`config.mk`:
```
export PLATFORM = sky130hd
export DESIGN_NAME = uart_rx_deserializer
export DESIGN_NICKNAME = d
export VERILOG_FILES = /design/src/rtl/uart_rx_deserializer_pkg.sv /design/src/rtl/uart_rx_deserializer_tick.sv /design/src/rtl/uart_rx_deserializer.sv
export SDC_FILE = /design/constraint.sdc
export NUM_CORES = 1
export LEC_CHECK = 0
export BUFFER_PORTS_ARGS = -buffer_cell sky130_fd_sc_hd__buf_2
export CORE_MARGIN = 5
export CORE_UTILIZATION = 64
export CTS_BUF_LIST = sky130_fd_sc_hd__clkbuf_4
export CTS_CLUSTER_DIAMETER = 120
export DETAILED_ROUTE_END_ITERATION = 8
export GPL_TIMING_DRIVEN = 0
export PLACE_DENSITY = 0.95
export SYNTH_ARGS = -nofsm -noshare
export SYNTH_HDL_FRONTEND = slang
export SYNTH_SLANG_ARGS = --single-unit
```
`constraint.sdc`:
```
create_clock -name clk -period 10.3 [get_ports clk]
set_clock_uncertainty 0.15 [all_clocks]
set_input_delay 0.515 -clock clk [delete_from_list [all_inputs] [get_ports clk]]
set_output_delay 0.515 -clock clk [all_outputs]
set_load 0.02 [all_outputs]
```
`src/rtl/uart_rx_deserializer_pkg.sv`:
```
// Shared UART types: frame-format enums, receiver FSM states and
// the oversample divisor helper used by the receive front-end.
package uart_rx_deserializer_pkg;

    typedef enum logic [31:0] {
        BAUD_4800  = 32'd4800,
        BAUD_9600  = 32'd9600,
        BAUD_19200 = 32'd19200
    } BAUD_RATE_E;

    typedef enum logic [4:0] {
        OS_13 = 5'd13,
        OS_16 = 5'd16
    } OVER_SAMPLING_E;

    typedef enum logic [1:0] {
        ONE_BIT = 2'd1,
        TWO_BIT = 2'd2
    } STOP_BIT_E;

    typedef enum logic [3:0] {
        DATA_5 = 4'd5,
        DATA_6 = 4'd6,
        DATA_7 = 4'd7,
        DATA_8 = 4'd8
    } DATA_TYPE_E;

    typedef enum logic {
        PARITY_EVEN = 1'b0,
        PARITY_ODD  = 1'b1
    } PARITY_TYPE_E;

    typedef enum logic [2:0] {
        RX_IDLE,
        RX_START,
        RX_DATA,
        RX_PARITY,
        RX_STOP1,
        RX_STOP2
    } rx_state_e;

    localparam int unsigned DIV_W = 16;

    function automatic int unsigned uart_div(
        input int unsigned clk_hz,
        input int unsigned baud,
        input int unsigned os
    );
        int unsigned d;
        d = (clk_hz + (baud * os) / 2) / (baud * os);
        return (d == 0) ? 1 : d;
    endfunction

endpackage

```
`src/rtl/uart_rx_deserializer_tick.sv`:
```
// Oversample tick generator: picks the divisor for the active baud and
// oversampling ratio, then pulses tick_o once every DIV clocks.
module uart_rx_tick_gen
    import uart_rx_deserializer_pkg::*;
#(
    parameter int unsigned CLK_FREQ_HZ = 1_843_200
) (
    input  logic        clk,
    input  logic        reset,
    input  logic [31:0] baud_i,
    input  logic [4:0]  os_i,
    output logic        tick_o
);

    localparam logic [DIV_W-1:0] D4800_16  = DIV_W'(uart_div(CLK_FREQ_HZ, 4800, 16));
    localparam logic [DIV_W-1:0] D4800_13  = DIV_W'(uart_div(CLK_FREQ_HZ, 4800, 13));
    localparam logic [DIV_W-1:0] D9600_16  = DIV_W'(uart_div(CLK_FREQ_HZ, 9600, 16));
    localparam logic [DIV_W-1:0] D9600_13  = DIV_W'(uart_div(CLK_FREQ_HZ, 9600, 13));
    localparam logic [DIV_W-1:0] D19200_16 = DIV_W'(uart_div(CLK_FREQ_HZ, 19200, 16));
    localparam logic [DIV_W-1:0] D19200_13 = DIV_W'(uart_div(CLK_FREQ_HZ, 19200, 13));

    logic [DIV_W-1:0] div_m1;
    logic [DIV_W-1:0] cnt_q, cnt_d;
    logic             os13;

    always_comb begin
        os13 = (os_i == OS_13);
        case (baud_i)
            BAUD_4800:  div_m1 = (os13 ? D4800_13 : D4800_16) - 1'b1;
            BAUD_19200: div_m1 = (os13 ? D19200_13 : D19200_16) - 1'b1;
            default:    div_m1 = (os13 ? D9600_13 : D9600_16) - 1'b1;
        endcase
        // >= keeps the counter bounded when the divisor shrinks mid-count
        tick_o = (cnt_q >= div_m1);
        cnt_d  = tick_o ? '0 : cnt_q + 1'b1;
    end

    always_ff @(posedge clk or negedge reset) begin
        if (!reset) cnt_q <= '0;
        else        cnt_q <= cnt_d;
    end

endmodule

```
`src/rtl/uart_rx_deserializer.sv`:
```
// UART receive front-end with one-entry output buffer.
// Optional UART_RX_MAJORITY_VOTE_EN: 3-sample majority vote per bit.
module uart_rx_deserializer
    import uart_rx_deserializer_pkg::*;
#(
    parameter int unsigned DATA_WIDTH  = 8,
    parameter int unsigned CLK_FREQ_HZ = 1_843_200
) (
    input  logic                  clk,
    input  logic                  reset,
    input  logic                  rxIn,
    input  logic [31:0]           uartBaudRate,
    input  logic [4:0]            uartOverSamplingMethod,
    input  logic [3:0]            uartDataType,
    input  logic                  uartParityEnable,
    input  logic                  uartParityType,
    input  logic [1:0]            uartStopBits,
    output logic [DATA_WIDTH-1:0] rxData,
    output logic                  rxValid,
    input  logic                  rxReady,
    output logic                  rxParityError,
    output logic                  rxFramingError,
    output logic                  rxOverrun
);

`ifdef UART_RX_MAJORITY_VOTE_EN
    localparam logic [4:0] LAG = 5'd1;
`else
    localparam logic [4:0] LAG = 5'd0;
`endif

    rx_state_e             state_q, state_d;
    logic [1:0]            sync_q;
    logic [4:0]            tcnt_q, tcnt_d;
    logic [3:0]            bitcnt_q, bitcnt_d;
    logic [DATA_WIDTH-1:0] shift_q, shift_d;
    logic                  par_q, par_d, perr_q, perr_d, ferr_q, ferr_d;
    logic [31:0]           cbaud_q, cbaud_d;
    logic [4:0]            cos_q, cos_d;
    logic [3:0]            cbits_q, cbits_d;
    logic                  cpen_q, cpen_d, cptype_q, cptype_d, cstop2_q, cstop2_d;
    logic [DATA_WIDTH-1:0] data_q, data_d;
    logic                  valid_q, valid_d, operr_q, operr_d;
    logic                  oferr_q, oferr_d, ovr_q, ovr_d;
    logic                  rx_s, bit_s, tick, samp, done, idle;
    logic [4:0]            target;

    assign rx_s = sync_q[1];
    assign idle = (state_q == RX_IDLE);

    uart_rx_tick_gen #(.CLK_FREQ_HZ(CLK_FREQ_HZ)) u_tick (
        .clk    (clk),
        .reset  (reset),
        .baud_i (idle ? uartBaudRate : cbaud_q),
        .os_i   (idle ? uartOverSamplingMethod : cos_q),
        .tick_o (tick)
    );

`ifdef UART_RX_MAJORITY_VOTE_EN
    // hist_q[0] is the previous tick's sample, hist_q[1] the one before
    logic [1:0] hist_q;
    always_ff @(posedge clk or negedge reset) begin
        if (!reset)    hist_q <= 2'b11;
        else if (tick) hist_q <= {hist_q[0], rx_s};
    end
    assign bit_s = (hist_q[1] & hist_q[0]) | (hist_q[1] & rx_s) | (hist_q[0] & rx_s);
`else
    assign bit_s = rx_s;
`endif

    assign target = (state_q == RX_START) ? {1'b0, cos_q[4:1]} : cos_q;
    assign samp   = tick && ((tcnt_q + 5'd1) == (target + LAG));

    always_comb begin
        state_d  = state_q;
        tcnt_d   = tcnt_q;
        bitcnt_d = bitcnt_q;
        shift_d  = shift_q;
        par_d    = par_q;
        perr_d   = perr_q;
        ferr_d   = ferr_q;
        cbaud_d  = cbaud_q;
        cos_d    = cos_q;
        cbits_d  = cbits_q;
        cpen_d   = cpen_q;
        cptype_d = cptype_q;
        cstop2_d = cstop2_q;
        data_d   = data_q;
        valid_d  = valid_q;
        operr_d  = operr_q;
        oferr_d  = oferr_q;
        ovr_d    = 1'b0;
        done     = 1'b0;
        if (valid_q && rxReady) valid_d = 1'b0;
        if (!idle && tick) tcnt_d = samp ? LAG : tcnt_q + 5'd1;
        unique case (state_q)
            RX_IDLE: if (tick && !rx_s) begin
                state_d  = RX_START;
                tcnt_d   = '0;
                bitcnt_d = '0;
                shift_d  = '0;
                par_d    = 1'b0;
                perr_d   = 1'b0;
                ferr_d   = 1'b0;
                cbaud_d  = uartBaudRate;
                cos_d    = (uartOverSamplingMethod == OS_13) ? 5'd13 : 5'd16;
                cbits_d  = (uartDataType == 4'd0 || uartDataType > 4'(DATA_WIDTH))
                           ? 4'(DATA_WIDTH) : uartDataType;
                cpen_d   = uartParityEnable;
                cptype_d = uartParityType;
                cstop2_d = (uartStopBits == TWO_BIT);
            end
            RX_START: if (samp) state_d = bit_s ? RX_IDLE : RX_DATA;
            RX_DATA: if (samp) begin
                for (int i = 0; i < DATA_WIDTH; i++)
                    if (bitcnt_q == 4'(i)) shift_d[i] = bit_s;
                par_d = par_q ^ bit_s;
                if (bitcnt_q == cbits_q - 4'd1) begin
                    bitcnt_d = '0;
                    state_d  = cpen_q ? RX_PARITY : RX_STOP1;
                end else begin
                    bitcnt_d = bitcnt_q + 4'd1;
                end
            end
            RX_PARITY: if (samp) begin
                perr_d  = ((par_q ^ bit_s) != cptype_q);
                state_d = RX_STOP1;
            end
            RX_STOP1: if (samp) begin
                ferr_d  = ferr_q | ~bit_s;
                state_d = cstop2_q ? RX_STOP2 : RX_IDLE;
                done    = !cstop2_q;
            end
            RX_STOP2: if (samp) begin
                ferr_d  = ferr_q | ~bit_s;
                state_d = RX_IDLE;
                done    = 1'b1;
            end
            default: state_d = RX_IDLE;
        endcase
        if (done) begin
            if (!valid_q || rxReady) begin
                data_d  = shift_d;
                valid_d = 1'b1;
                operr_d = perr_d;
                oferr_d = ferr_d;
            end else begin
                ovr_d = 1'b1;
            end
        end
    end

    always_ff @(posedge clk or negedge reset) begin
        if (!reset) begin
            sync_q   <= 2'b11;
            state_q  <= RX_IDLE;
            tcnt_q   <= '0;
            bitcnt_q <= '0;
            shift_q  <= '0;
            par_q    <= 1'b0;
            perr_q   <= 1'b0;
            ferr_q   <= 1'b0;
            cbaud_q  <= BAUD_9600;
            cos_q    <= 5'd16;
            cbits_q  <= 4'(DATA_WIDTH);
            cpen_q   <= 1'b0;
            cptype_q <= 1'b0;
            cstop2_q <= 1'b0;
            data_q   <= '0;
            valid_q  <= 1'b0;
            operr_q  <= 1'b0;
            oferr_q  <= 1'b0;
            ovr_q    <= 1'b0;
        end else begin
            sync_q   <= {sync_q[0], rxIn};
            state_q  <= state_d;
            tcnt_q   <= tcnt_d;
            bitcnt_q <= bitcnt_d;
            shift_q  <= shift_d;
            par_q    <= par_d;
            perr_q   <= perr_d;
            ferr_q   <= ferr_d;
            cbaud_q  <= cbaud_d;
            cos_q    <= cos_d;
            cbits_q  <= cbits_d;
            cpen_q   <= cpen_d;
            cptype_q <= cptype_d;
            cstop2_q <= cstop2_d;
            data_q   <= data_d;
            valid_q  <= valid_d;
            operr_q  <= operr_d;
            oferr_q  <= oferr_d;
            ovr_q    <= ovr_d;
        end
    end

    assign rxData         = data_q;
    assign rxValid        = valid_q;
    assign rxParityError  = operr_q;
    assign rxFramingError = oferr_q;
    assign rxOverrun      = ovr_q;

endmodule
```
-- Yosys cells after proc, flatten, opt, wreduce, memory -nomap -nowiden
Index checks and enable logic that the tools add are counted.
- $add $sub $neg: 7
- order comparisons: 2
- eq/ne operators: 27
- multiplexer cells: 57
- bitwise operators: 3
- reductions and logical operators: 19
- operators by type and width (kind ; count):
    subtractor 16 x 1 -> 16 bit, second input constant ; 3
    two-way mux 5 bit ; 7
    == test 32 x 13 -> 1 bit, second input constant ; 1
    == test 32 x 15 -> 1 bit, second input constant ; 1
    two-way mux 32 bit ; 1
    case mux 16 bit (2 select lines) ; 1
    two-way mux 3 bit ; 10
    two-way mux 1 bit ; 22
    case mux 3 bit (6 select lines) ; 1
    adder 16 x 1 -> 16 bit, second input constant ; 1
    == test 4 x 3 -> 1 bit, second input constant ; 4
    >= comparator 16 bit ; 1
    two-way mux 16 bit ; 1
    two-way mux 4 bit ; 4
    two-way mux 8 bit ; 2
    case mux 8 bit (2 select lines) ; 1
    != test 2 bit, second input constant ; 6
    == test 5 x 4 -> 1 bit, second input constant ; 2
    == test 4 x 2 -> 1 bit, second input constant ; 2
    zero test 4 bit ; 2
    case mux 1 bit (2 select lines) ; 4
    case mux 4 bit (2 select lines) ; 1
    AND reduction 7 bit ; 1
    == test 3 x 2 -> 1 bit, second input constant ; 2
    24 further kinds ; 34
- register bits after elaboration: 97
- input bits: 49
- output and inout port bits: 12
- word-level logic and storage cells: 135

-- Logic depth before layout (Yosys ltp)
Gate-level depths: netlist of run 1.
- depth in word-level cells: 12
- depth in mapped cells: 17
- mapped depth without buffers: 13

-- Modules after synthesis
A second synthesis of run 1 with hierarchy kept.
- cells, all modules: 609
- area, all modules: 5043.6 µm²
- modules (own cells, without submodules) (module ; instances ; cells each ; area each (µm²) ; seq. area each (µm²)):
    uart_rx_deserializer ; 1 ; 537 ; 4229.1 ; 1961.9
    uart_rx_tick_gen ; 1 ; 72 ; 814.5 ; 400.4

-- Worst setup path before layout of run 1
No wires, ideal clock.
- kind: flip-flop to flip-flop
- from: register state_q[2]
- to: register cbits_q[2]
- library setup time: 0.136 ns
- data arrival time: 3.424 ns
- slack: 6.590 ns
- cell stages (with the launch flop): 16
- buffers on the path: 4
- clock period less this slack: 3.710 ns
- cells stage by stage: dfrtp_1 -> buf_2 -> or2_2 -> clkbuf_1 -> nor2_1 -> nor4_1 -> a31oi_1 -> nand2_1 -> ha_1 -> nand2b_1 -> a2111o_1 -> a31o_2 -> nand3_1 -> clkbuf_1 -> clkbuf_1 -> o21ai_0
- word-level cells in the longest chain between the ends: 9
- elaborated cells on any way between the ends: 16
- RTL lines (item ; RTL line ; source):
    start, declared ; uart_rx_deserializer.sv:32 ; rx_state_e state_q, state_d;
    start signal, assigned ; uart_rx_deserializer.sv:176 ; state_q <= state_d;
    zero test 3 bit (*) ; uart_rx_deserializer.sv:49, uart_rx_deserializer.sv:96 ;
    two-way mux 5 bit ; uart_rx_deserializer.sv:55 ; .os_i (idle ? uartOverSamplingMethod : cos_q),
    == test 5 x 4 -> 1 bit ; uart_rx_deserializer_tick.sv:27 ; os13 = (os_i == OS_13);
    two-way mux 2 bit (tied with other cells) ; uart_rx_deserializer_tick.sv:31 ; default: div_m1 = (os13 ? D9600_13 : D9600_16) - 1'b1;
    subtractor 16 x 1 -> 16 bit (on tied branches) ; uart_rx_deserializer_tick.sv:31, uart_rx_deserializer_tick.sv:29, uart_rx_deserializer_tick.sv:30 ;
    case mux 16 bit (2 select lines) ; uart_rx_deserializer_tick.sv:28 ; case (baud_i)
    >= comparator 16 bit ; uart_rx_deserializer_tick.sv:34 ; tick_o = (cnt_q >= div_m1);
    logical AND 1 bit ; uart_rx_deserializer.sv:97 ; RX_IDLE: if (tick && !rx_s) begin
    AND reduction 2 bit (no source line) (*) ; -- ;
    end signal, assigned ; uart_rx_deserializer.sv:165 ; cbits_q <= 4'(DATA_WIDTH);
    end signal, assigned ; uart_rx_deserializer.sv:185 ; cbits_q <= cbits_d;
    end, declared ; uart_rx_deserializer.sv:40 ; logic [3:0] cbits_q, cbits_d;
Mark *: on every way between the ends. The rest lies on a longest branch, timed or not.
A chain may end at the register's enable or synchronous reset.

-- Final worst setup path of run 1
- from: register state_q[2]
- to: register cbaud_q[11]
- word-level cells in the longest chain between the ends: 9
- elaborated cells on any way between the ends: 16
- RTL lines (item ; RTL line ; source):
    zero test 3 bit (*) ; uart_rx_deserializer.sv:49, uart_rx_deserializer.sv:96 ;
    two-way mux 5 bit ; uart_rx_deserializer.sv:55 ;
    == test 5 x 4 -> 1 bit ; uart_rx_deserializer_tick.sv:27 ;
    two-way mux 2 bit (tied with other cells) ; uart_rx_deserializer_tick.sv:31 ;
    subtractor 16 x 1 -> 16 bit (on tied branches) ; uart_rx_deserializer_tick.sv:31, uart_rx_deserializer_tick.sv:29, uart_rx_deserializer_tick.sv:30 ;
    case mux 16 bit (2 select lines) ; uart_rx_deserializer_tick.sv:28 ;
    >= comparator 16 bit ; uart_rx_deserializer_tick.sv:34 ;
    logical AND 1 bit ; uart_rx_deserializer.sv:97 ;
    AND reduction 2 bit (no source line) (*) ; -- ;
    end signal, assigned ; uart_rx_deserializer.sv:183 ; cbaud_q <= cbaud_d;
    end, declared ; uart_rx_deserializer.sv:38 ; logic [31:0] cbaud_q, cbaud_d;
Marked as above.

==> metrics.txt, run 1 <==
status=finished, final reports clean; Critical Path Start=state_q[2]; Reg2Reg Setup Slack=between 5 and 6 ns; Switch Pwr=roughly 330 uW; Die Y-Extent=between 90 and 100 um; # diodes=0; register area=~2400 sq um; Worst-Margin Slew=slightly above 0.7 ns; CP max FO=10; setup TNS=0 ns; leakage power=~0.0026 uW; CTS tree=built; PostCTS Resize Cnt=0; CTS Buf Count=9; layout cells sized above 1=0.189; Final Hold Fails=0; Yosys cell types=63; CP Data Arrival Time=approximately 4.9 ns; clk buf depth=2; most frequent cells after synthesis=124 x nand2_1, 86 x dfrtp_1, 19 x nor2_1; Max-Cap Viols=0; CP bufs+invs=4; Max Slew Vio Count=0; ys flop type=dfrtp_1; Setup crit start kind=flop; Fmax achieved=~220 MHz; RSZ-0062 raised after global routing=false; Setup crit end kind=flop; synthesis-to-finish area growth=14.5%; Synth Register Bits=94; Die ar.=roughly 9000 sq um; Flop pwr share=0.478; sequential area share after synthesis=0.510; HPWL Detailed=approximately 7.8 mm; Hold Crit Depth=3; RePlAce Congestion=0.910; antenna viol nets, final=0; Synth area leaders=dfrtp_1 46%, nand2_1 10%, dfstp_2 4.5%; Overall Power=~1000 uW; R2R Path End=cbaud_q[11]; Max VDD drop=about 0.00011 V; worst r2r path cells=16; Switching Share=0.343; Top delay family on crit path=simple AND/OR/NAND/NOR gates; GRT Total Usage=0.253; minimum clock period=roughly 4.6 ns; Min-Delay Path Class=in2reg; drt wl/cell=roughly 16 um; initial antenna violation count=0; most common cell in the netlist=nand2_1; Synth Warn #=0; Nets=about 620; first-pass GRT wire length=17.8 mm; slowest cell on the critical path=clkbuf_1; number of global-route vias before repair=between 3000 and 4000; crit path cell chain=buf_2 -> or2_2 -> clkbuf_1 -> nor2_1 -> nor4_1 -> a31oi_1 -> nand2_1 -> ha_1 -> nand2b_1 -> a2111o_1 -> a31o_2 -> nand3_1 -> clkbuf_1 -> clkbuf_1 -> nand2_1 -> nand2_1; Worst Path Required=around 11 ns; DRT Pass-1 Iters=5; Post-Route WL=roughly 10 mm; r2r startpoint=state_q[2]; Pint=around 640 uW; Setup Buffers After CTS=0; IO buf count=60; Synth area leader=dfrtp_1; fin crit share=0.450; DR iter-0 viols=405; ys async rst share=1.00; Synth Instances=473; clock network fraction of total power=0.228; power per cell area=roughly 180 nW/um^2; IO Count=61; Critical Path Sink=cbaud_q[11]; headroom to the max-slew limit=0.528; multi-input logic area=about 2200 sq um; Cell Area, Synth=around 4600 sq um; number of synthesized flops with an enable pin=0; number of core rows=31; WS Path Type=reg2reg; Hold-fix buffers, CTS=2; H-Tree Depth=3; Remaining DRCs=0; Setup Viol. Count Final=0; CTS Root Cell=clkbuf_4; DIE WIDTH=roughly 95 um; grt ovf=0; combinational share of power=0.295; Initial Util=0.648; fill cell count=514; clk_lat worst skew=approximately 0.44 ns; largest net degree at the start of global routing=55; area of the core=roughly 7000 sq um; DR vias/cell=roughly 5.8; Levels on crit path=16; Synth top area share=0.465; clock-pin slew on the worst setup and hold paths=~0.15 ns; via count=3855; CP max stage delay=0.47 ns; # clock sinks=94; syn avg cell area=slightly below 10 sq um
==> worst reg2reg max path: cells and delay by family, from the launching register on <==
family / cells / cell delay, ns
simple gates: 8 / 1.35
fa+ha+maj: 1 / 0.28
buf+inv: 4 / 1.31
compound gates: 3 / 1.11
flops: 1 / 0.39
==> area by class of cell <==
class | count | area share
flip-flops and latches | 94 | 0.446
clock buffers | 10 | 0.0142
multi-input cells | 354 | 0.407
well taps | 99 | 0.0234
clock inverters | 6 | 0.0165
repair buffers | 63 | 0.0661
plain buffers | 20 | 0.0172
inverters | 14 | 0.00992
==> per-layer routing <==
| metal | vias to the layer above | track usage | wire length (um) |
|---|---|---|---|
| met5 | - | 0 | 0 |
| met4 | 0 | 0.102 | 227 |
| met3 | 27 | 0.0552 | 809 |
| met2 | 183 | 0.418 | 5190 |
| met1 | 1826 | 0.326 | 4270 |
| li1 | 1819 | - | - |
==> logic make-up after synthesis <==
| kind of cell | synth area share |
|---|---|
| compound gates | 0.104 |
| xor+xnor | 0.0278 |
| fa+ha+maj | 0.0324 |
| buf+inv | 0.0311 |
| flops | 0.510 |
| mux | 0.0460 |
| other cells | 0.000810 |
| simple gates | 0.248 |
==> power by group through the flow <==
stage | clock, uW | sequential (uW) | combinational [uW]
CTS | 223 | 464 | 284
global placement | 0 | 466 | 263
floorplan | 0 | 459 | 209
detailed placement | 0 | 471 | 281
global route | 243 | 471 | 318
finish | 222 | 465 | 287
==> how the worst min path moves through the flow <==
stage | to | start | slack [ns]
3_5_place_dp | sync_q[1] | sync_q[0] | 0.20
5_1_grt | cbaud_q[8] | uartBaudRate[8] | 0.08
2_1_floorplan | bitcnt_q[0] | reset | 0.07
4_1_cts | cbaud_q[22] | uartBaudRate[22] | 0.11
6_report | cbaud_q[22] | uartBaudRate[22] | 0.12
3_3_place_gp | sync_q[1] | sync_q[0] | 0.20
==> per-stage QoR <==
stage                     area, sq um  std cells  setup WS, ns  utilization  hold WS [ns]
after global routing             5300        660          5.27        0.742        0.0832
final                            5300        660          5.67        0.742         0.118
after floorplan                  4660        482          6.59            -        0.0694
after detailed placement         5120        642          5.77        0.717         0.198
after CTS                        5300        660          5.70        0.742         0.109
after global placement           5090        641          5.91        0.713         0.196
==> cells in the final DEF, fill, tap and decap left out, drive strengths merged, types with 3 or more instances in the layout <==
| master | Yosys | final |
|---|---|---|
| mux2i | 7 | 7 |
| nor4b | 4 | 4 |
| nand3 | 17 | 17 |
| nor3 | 11 | 11 |
| nor2b | 4 | 4 |
| dfrtp | 86 | 86 |
| o21ai | 15 | 15 |
| o211ai | 4 | 4 |
| mux2 | 10 | 10 |
| buf | 5 | 66 |
| a32o | 5 | 5 |
| nand3b | 3 | 3 |
| conb | 1 | 10 |
| nor4 | 16 | 16 |
| o2bb2ai | 3 | 3 |
| or3 | 4 | 4 |
| a31oi | 5 | 5 |
| clkinvlp | 0 | 3 |
| inv | 13 | 13 |
| a22o | 3 | 3 |
| xor2 | 5 | 5 |
| clkbuf | 15 | 25 |
| and3 | 4 | 4 |
| a21oi | 11 | 11 |
| ha | 12 | 12 |
| dfstp | 8 | 8 |
| nand4 | 4 | 4 |
| xnor2 | 7 | 7 |
| nand2b | 9 | 9 |
| nor2 | 19 | 19 |
| and2 | 3 | 3 |
| nand2 | 124 | 124 |
==> sequential cells by signal (all words and copies together) (netlist names), 2 cells and up <==
| register | cells |
|---|---|
| bitcnt_q | 4 |
| shift_q | 8 |
| rxData | 8 |
| tcnt_q | 5 |
| u_tick.cnt_q | 16 |
| cos_q | 2 |
| state_q | 3 |
| cbits_q | 4 |
| cbaud_q | 32 |
| sync_q | 2 |
(Power assumes the default switching activity.)
==> inputs of run 2 (changes only) <==
--- a/config.mk
+++ b/config.mk
@@ -7,12 +7,12 @@
 export LEC_CHECK = 0
 export BUFFER_PORTS_ARGS = -buffer_cell sky130_fd_sc_hd__buf_2
 export CORE_MARGIN = 5
-export CORE_UTILIZATION = 64
+export CORE_UTILIZATION = 54
 export CTS_BUF_LIST = sky130_fd_sc_hd__clkbuf_4
 export CTS_CLUSTER_DIAMETER = 120
 export DETAILED_ROUTE_END_ITERATION = 8
 export GPL_TIMING_DRIVEN = 0
-export PLACE_DENSITY = 0.95
+export PLACE_DENSITY = 0.9
 export SYNTH_ARGS = -nofsm -noshare
 export SYNTH_HDL_FRONTEND = slang
 export SYNTH_SLANG_ARGS = --single-unit
==> constraint.sdc (replaced) <==
create_clock -name clk -period 3.7 [get_ports clk]
set_clock_uncertainty 0.15 [all_clocks]
set_input_delay 0.185 -clock clk [delete_from_list [all_inputs] [get_ports clk]]
set_output_delay 0.185 -clock clk [all_outputs]
set_load 0.02 [all_outputs]
==> run 2 against run 1 <==
Clock power is 140% higher. Core utilization decreased by 3.3 points. Maximum frequency grew 28%. Register-to-register slack worse by 5.6 ns. Total power rose to 2.8 times the previous value. Die area up 16%. Critical path depth down 4. Combinational power rose to 3.1 times the previous value. Flip-flop and latch count is the same. Wire length is 13% higher. Critical path type unchanged. Largest cell class unchanged.
==> metrics.txt, run 2 (same netlist as run 1, synthesis figures left out) <==
largest net degree at the start of global routing=slightly below 50; CTS tree=built; IO buf count=60; Remaining DRCs=0; R2R Path End=shift_q[2]; RePlAce Congestion=roughly 0.94; number of global-route vias before repair=4154; dpl cell area=~5000 sq um; IO Count=between 60 and 70; Setup crit end kind=flop; headroom to the max-slew limit=0.584; antenna viol nets, final=0; first-pass GRT wire length=roughly 20 mm; Die ar.=10500 sq um; clk buf depth=2; Max Slew Vio Count=0; Post-Route WL=between 10 and 15 mm; max reg flops=32; Critical Path Start=state_q[2]; RSZ-0062 raised after global routing=true; CTS Buf Count=9; leakage power=between 0.002 and 0.003 uW; # diodes=0; Max VDD drop=between 0.0002 and 0.0003 V; Critical Path Sink=shift_q[2]; Initial Util=0.558; Max-Cap Viols=0; clock-pin slew on the worst setup and hold paths=~0.17 ns; setup TNS=0 ns; fin crit share=0.977; Die Y-Extent=just over 100 um; clk_lat worst skew=0.45 ns; worst r2r path cells=12; number of core rows=33; DR vias/cell=5.86; Reg2Reg Setup Slack=between 0.08 and 0.09 ns; post-route setup slack=~0.084 ns; synthesis-to-finish area growth=27.3%; largest registers=cbaud_q (32), u_tick.cnt_q (16); area of the core=8300 sq um; CP max FO=10; r2r startpoint=state_q[2]; dpl ws=-0.823 ns; DR iter-0 viols=between 200 and 300; Fmax achieved=between 200 and 300 MHz; most frequent cells in the layout=124 x nand2_1, 86 x dfrtp_1, 60 x buf_2, 45 x dlygate4sd3_1, 17 x nor2_1; most common cell after layout, fill and taps aside=nand2_1; initial antenna violation count=0; # clock sinks=94; CTS Root Cell=clkbuf_4; H-Tree Depth=3; Setup Viol. Count Final=0; post-layout instance area=5890 sq um; GRT Total Usage=0.235; HPWL Detailed=7.49 mm; CP Data Arrival Time=between 3 and 4 ns; Final Hold Fails=0; layout cells sized above 1=0.230; status=finished, final reports clean; DRT Pass-1 Iters=5; drt wl/cell=between 15 and 20 um; WS Path Type=reg2reg; Worst-Margin Slew=between 0.6 and 0.7 ns; Worst Path Required=between 3 and 4 ns; Biggest register=cbaud_q; power per cell area=between 400 and 500 nW/um^2; Min-Delay Path Class=in2reg; DIE WIDTH=~100 um; Setup crit start kind=flop; minimum clock period=approximately 3.6 ns; via count=roughly 4200; grt ovf=0; Nets=665
[run 2: cell count changes in the layout (fill, tap and decap cells not counted), moves of 3 or more]
cell	delta
nor4_2	+6
nor4_1	-6
clkbuf_2	+3
clkbuf_1	-12
dlygate4sd3_1	+43
buf_4	+8
clkbuf_4	+6
[run 2: layer usage]
metal,vias up,part of all wire,GRT usage
met3,43,0.062,0.0460
met4,0,0.026,0.0747
met1,2022,0.40,0.292
met2,196,0.51,0.414
li1,1921,-,-
met5,-,0,0
[run 2: repair_timing]
action / 4_1_cts / 5_1_grt
gates cloned: 0 / 1
resized for setup: 23 / 17
setup endpoints to repair: 82 / 68
hold buffers: 45 / 0
pin swaps: 1 / 6
hold endpoints to repair: 88 / 0
buffers inserted: 2 / 5
[run 2: through the flow]
| step | cells | util | total power [uW] | hold slack [ns] |
|---|---|---|---|---|
| after floorplan | 482 | - | 1860 | -0.261 |
| after global placement | 647 | 0.614 | 2030 | 0.139 |
| after detailed placement | 648 | 0.618 | 2080 | 0.0900 |
| after CTS | 708 | 0.695 | 2650 | 0.0282 |
| after global routing | 714 | 0.710 | 2870 | 0.0761 |
| final | 714 | 0.710 | 2720 | 0.0567 |
[run 2: worst min path at each step]
| stage | cells past startpoint | from | slack, ns | endpoint |
|---|---|---|---|---|
| global placement | 1 | rxIn | 0.14 | sync_q[0] |
| detailed placement | 1 | reset | 0.09 | u_tick.cnt_q[11] |
| global route | 5 | uartOverSamplingMethod[1] | 0.08 | cos_q[3] |
| finish | 5 | uartOverSamplingMethod[1] | 0.06 | cos_q[3] |
| floorplan | 0 | reset | -0.26 | bitcnt_q[0] |
| CTS | 5 | uartOverSamplingMethod[1] | 0.03 | cos_q[4] |
[run 2: worst max-delay path: stages (launching register included)]
cell,delay [ns]
dfrtp_1,0.39
buf_2,0.17
or2_4,0.29
nor2_4,0.17
nor4_2,0.08
a31oi_1,0.24
nand2_1,0.11
ha_1,0.28
nand2b_1,0.14
a2111o_1,0.45
a31oi_2,0.52
nor2_1,0.23
a32o_1,0.31
[run 2: cell type report]
type                            count  area [sq um]
Buffer                             17           120
Fill cell                         568          2410
Multi-Input combinational cell    355          2260
Clock buffer                       10          75.1
Inverter                           14          52.6
Tap cell                          105           131
Sequential cell                    94          2360
Timing Repair Buffer              113           833
Clock inverter                      6          53.8
[run 2: report_power, final]
group / switching, uW / total, uW / internal [uW]
Clock: 371 / 529 / 158
Sequential: 132 / 1310 / 1180
Combinational: 493 / 884 / 391
Total: 996 / 2720 / 1730
